**src/rtl/score_tracker.sv**
```systemverilog
// Score accumulator with combo multiplier, timeout decay, 14-bit saturation and session high score.
// Drives the display/BCD path: new_score is the conversion start strobe.
module score_tracker #(
   parameter int MAX_SCORE     = 9999,
   parameter int MAX_MULT      = 4,
   parameter int COMBO_TIMEOUT = 50000000
) (
   input  logic        clk,
   input  logic        reset,
   input  logic        game_rst,
   input  logic        catch,
   input  logic [3:0]  catch_pts,
   input  logic        miss,
   output logic [13:0] score,
   output logic        new_score,
   output logic [13:0] high_score,
   output logic        new_high,
   output logic [2:0]  mult,
   output logic        combo_on
);

   localparam int              TW         = (COMBO_TIMEOUT > 1) ? $clog2(COMBO_TIMEOUT) : 1;
   localparam logic [TW-1:0]   TIMER_LOAD = TW'(COMBO_TIMEOUT - 1);
   localparam logic [2:0]      MULT_TOP   = 3'(MAX_MULT);
   localparam logic [14:0]     SCORE_TOP  = 15'(MAX_SCORE);

   logic [13:0]   score_q, score_d;
   logic [13:0]   high_q, high_d;
   logic [2:0]    mult_q, mult_d;
   logic [TW-1:0] timer_q, timer_d;
   logic          new_score_q, new_score_d;
   logic          new_high_q, new_high_d;
   logic          combo_q;

   logic          valid_catch;
   logic [5:0]    add;
   logic [14:0]   sum;
   logic [13:0]   sat_score;

   assign valid_catch = catch && (catch_pts != 4'd0);
   assign add         = 6'(catch_pts) * 6'(mult_q);
   assign sum         = {1'b0, score_q} + 15'(add);
   assign sat_score   = (sum > SCORE_TOP) ? SCORE_TOP[13:0] : sum[13:0];

   always_comb begin
      // NOTE: every variable gets a default before any branch so no latch is inferred.
      score_d     = score_q;
      mult_d      = mult_q;
      timer_d     = timer_q;
      new_score_d = 1'b0;

      if (game_rst) begin
         score_d     = '0;
         mult_d      = 3'd1;
         timer_d     = '0;
         new_score_d = 1'b1;
      end else begin
         if (valid_catch) begin
            score_d     = sat_score;
            new_score_d = (sat_score != score_q);
            mult_d      = (mult_q < MULT_TOP) ? mult_q + 3'd1 : MULT_TOP;
            timer_d     = TIMER_LOAD;
         end
         // A miss in the same cycle still scores at the old multiplier, then breaks the combo.
         if (miss) begin
            mult_d  = 3'd1;
            timer_d = '0;
         end
         if (!catch && !miss && (mult_q > 3'd1)) begin
            if (timer_q == '0) mult_d = 3'd1;
            else               timer_d = timer_q - 1'b1;
         end
      end

      new_high_d = (score_d > high_q);
      high_d     = new_high_d ? score_d : high_q;
   end

   always_ff @(posedge clk) begin
      // NOTE: sequential state uses non-blocking assignments so all registers update together.
      if (!reset) begin
         score_q     <= '0;
         high_q      <= '0;
         mult_q      <= 3'd1;
         timer_q     <= '0;
         new_score_q <= 1'b0;
         new_high_q  <= 1'b0;
         combo_q     <= 1'b0;
      end else begin
         score_q     <= score_d;
         high_q      <= high_d;
         mult_q      <= mult_d;
         timer_q     <= timer_d;
         new_score_q <= new_score_d;
         new_high_q  <= new_high_d;
         combo_q     <= (mult_d > 3'd1);
      end
   end

   assign score      = score_q;
   assign new_score  = new_score_q;
   assign high_score = high_q;
   assign new_high   = new_high_q;
   assign mult       = mult_q;
   assign combo_on   = combo_q;

endmodule

```
**config.mk**
```make
export PLATFORM = sky130hd
export DESIGN_NAME = score_tracker
export DESIGN_NICKNAME = d
export VERILOG_FILES = /design/src/rtl/score_tracker.sv
export SDC_FILE = /design/constraint.sdc
export NUM_CORES = 1
export LEC_CHECK = 0
export ABC_AREA = 1
export CAP_MARGIN = 20
export CORE_MARGIN = 10
export CORE_UTILIZATION = 53
export DETAILED_ROUTE_END_ITERATION = 10
export GPL_TIMING_DRIVEN = 0
export PLACE_DENSITY = 0.78
export REMOVE_ABC_BUFFERS = 1
export SYNTH_ARGS = -nofsm -noshare
export SYNTH_HDL_FRONTEND = slang
export SYNTH_SLANG_ARGS = --single-unit
export TNS_END_PERCENT = 5
```
**constraint.sdc**
```tcl
create_clock -name clk -period 5.6 [get_ports clk]
set_input_delay 0.56 -clock clk [delete_from_list [all_inputs] [get_ports clk]]
set_output_delay 0.56 -clock clk [all_outputs]
set_load 0.05 [all_outputs]
```
==> metrics.yaml <==
power_and_ir_drop:
  peakVddDrop_v: 0.000324
  p_per_area_nw_per_um2: 330
  leakagePower_nw: 2.63
  finalPower_mw: 1.82
yosys:
  syn_inst: 653
  synth-seq-cells: 60
  synth_area_leaders: "dfxtp_1 27%, nand2_1 10%, inv_1 9.6%"
  mappedNetlistArea_um2: 4400
  synth_top_cell_area_share_pct: 27.3
  synth_edf_count: 0
  synth_top_cell_by_area: "dfxtp_1"
  avgSynthCellArea_um2: 6.74
  synthFlopType: "dfxtp_1"
  yosys_warnings: 0
  synth-seq-area-share_pct: 27.3
  synthDistinctLibCells: 47
  async_flop_share_pct: 0
die:
  die-area_um2: 12300
  dieWidth_um: 111
  start_util_pct: 54.1
  core_area_um2: 8130
  die_h_um: 111
  rows: 33
  pin_count: 43
timing:
  finalHoldViolCount: 0
  skew_ns: 0.0116
  maxSlewViolCount: 0
  min_period_ns: 5.57
  worst_pin_slew_ns: 0.743
  max_freq_mhz: 179
  tns_ns: 0
  slew_headroom_pct: 50.3
  setup_viol: 0
  period_share_pct: 99.5
worst_setup_path:
  crit-reg2reg-capture: "high_score[6]"
  worst-path-max-fanout: 8
  regToRegSetupSlack_ns: 0.03
  cp.arrival_ns: 5.83
  max_stage_delay_ns: 0.56
  crit_slowest_cell: "fa_1"
  start_kind: "flip-flop"
  crit_required_ns: 5.86
  r2r_start: "mult[0]"
  cp-end-kind: "flip-flop"
  ff2ff_path_depth: 31
  crit_buf_inv: 4
  path_class: "flip-flop to flip-flop"
  crit_family: "adder cells"
cts:
  holdBufCountCts: 0
  clock-root-buffer: "clkbuf_8"
  cts_tree: "built"
  cts_made_buffers: 9
  cts_buffer_depth: 2
  clk_latency_ns: 0.35
  clock_sinks: 60
  htreeDepth: 3
  clk_pin_slew_ns: 0.07
layout:
  final_common_cell: "inv_1"
  area_growth_pct: 25.7
  final_layout_size_suffix_gt1_share_pct: 17.1
  fin_util_pct: 68.0
  n_antenna_cell: 0
  mostFrequentLayoutCells: "109 x inv_1, 107 x nand2_1, 71 x nor2_1"
  finalInstanceArea_um2: 5530
  finalNonFillerCells: 831
  nNetsFinal: 763
route:
  route.vias.total: 4570
  drc: 0
  dr.first_iter.drc_count: 302
  first_pass_iters: 6
  wirelength_um: 12100
  ant_nets: 0
  post_drt_via_cell_ratio: 5.50
  wire_per_inst_um: 14.6
place:
  placed_cells: 786
  gp_congestion: 0.942
  post_dp_cell_area_um2: 4920
  io_buffers: 42
  dp_hpwl_um: 8360
global_route:
  globalRoute.totalOverflow: 0
  grt_pass1_vias: 4099
  grt_max_degree: 26
  grt_pass1_wl_um: 18900
  grt.total_usage_pct: 17.7
  antenna_found_initial: 0
min_path:
  min_from: "timer_q[7]"
  whs_path_depth: 2
  hold_class: "flip-flop to flip-flop"
  whs_endpoint: "timer_q[7]"
run:
  cap_violations: 0
outcome:
  status: "completed"
[state kept, by name (all words and copies together), names as in the netlist]
register and count:
timer_q 26, high_score 14, score 14, mult 3, combo_on 1, new_high 1, new_score 1
[metal layers]
| layer | wire [µm] | up-vias | share of wire [%] | track usage (%) |
|---|---|---|---|---|
| met3 | 823 | 21 | 6.8 | 3.73 |
| met2 | 5790 | 142 | 48 | 28.6 |
| li1 | - | 2270 | - | - |
| met5 | 0 | - | 0 | 0 |
| met1 | 5370 | 2137 | 44 | 22.8 |
| met4 | 140 | 0 | 1.2 | 5.66 |
[what timing repair did]
| action | 4_1_cts | 5_1_grt |
|---|---|---|
| setup buffers | 4 | 24 |
| resized for setup | 10 | 50 |
| cloned | 0 | 2 |
| pin swaps | 1 | 25 |
| endpoints found under the setup margin | 15 | 15 |
[cells by family after synthesis]
group                      Yosys count  synth area share [%]
and+or+nand+nor                    287                  30.8
xor gates and xnor gates            16                  3.18
DFF                                 60                  27.3
adders and majority gates           32                  9.78
AOI/OAI and AO/OA                  125                  17.1
buffers and inverters              133                  11.9
[synth_stat cells (all sizes together) (8+ instances only)]
cell type and n:
nand3 45, nand2 128, dfxtp 60, a21oi 49, clkbuf 12, inv 116
nor3 8, nor4 8, nor2 77, xor2 12, ha 28, o21ai 46
[power by group]
group / total [mW] / switching [mW] / internal [mW]
clock network: 0.385 / 0.172 / 0.212
registers: 0.540 / 0.0517 / 0.489
logic: 0.899 / 0.541 / 0.358
total: 1.82 / 0.765 / 1.06
[worst reg2reg max path: cells and delay by family, from the launching register on]
kind | cells | cell delay, ns
xor gates and xnor gates | 1 | 0.10
DFF | 1 | 0.40
AOI/OAI and AO/OA | 8 | 1.40
and+or+nand+nor | 14 | 1.50
buffers and inverters | 4 | 0.53
adders and majority gates | 4 | 1.55
[layout make-up]
class                   count  area [µm²]
multi-input cells         460        2850
repair buffers             74         716
flip-flops and latches     60        1210
inverters                 117         439
clock inverters             5        52.6
fillers                   648        2600
well taps                 105         131
clock buffers              10         138
[stage by stage]
| stage | hold slack [ns] | worst slack [ns] |
|---|---|---|
| finish | 0.505 | 0.0267 |
| global route | 0.540 | -0.324 |
| CTS | 0.474 | 0.0237 |
| detailed placement | 0.458 | -0.820 |
| global placement | 0.457 | -2.35 |
| floorplan | 0.439 | -1.01 |
[worst max path at each step]
stage                      start             end  slack, ns  depth (start not counted)
global placement    catch_pts[1]   high_score[7]      -2.35                         30
CTS                      mult[2]  high_score[10]       0.02                         30
global route             mult[0]   high_score[6]      -0.32                         33
detailed placement  catch_pts[1]  high_score[10]      -0.82                         31
finish                   mult[0]   high_score[6]       0.03                         31
floorplan                mult[2]   high_score[7]      -1.01                         29
Note: power is estimated with default switching activity, not from simulation.
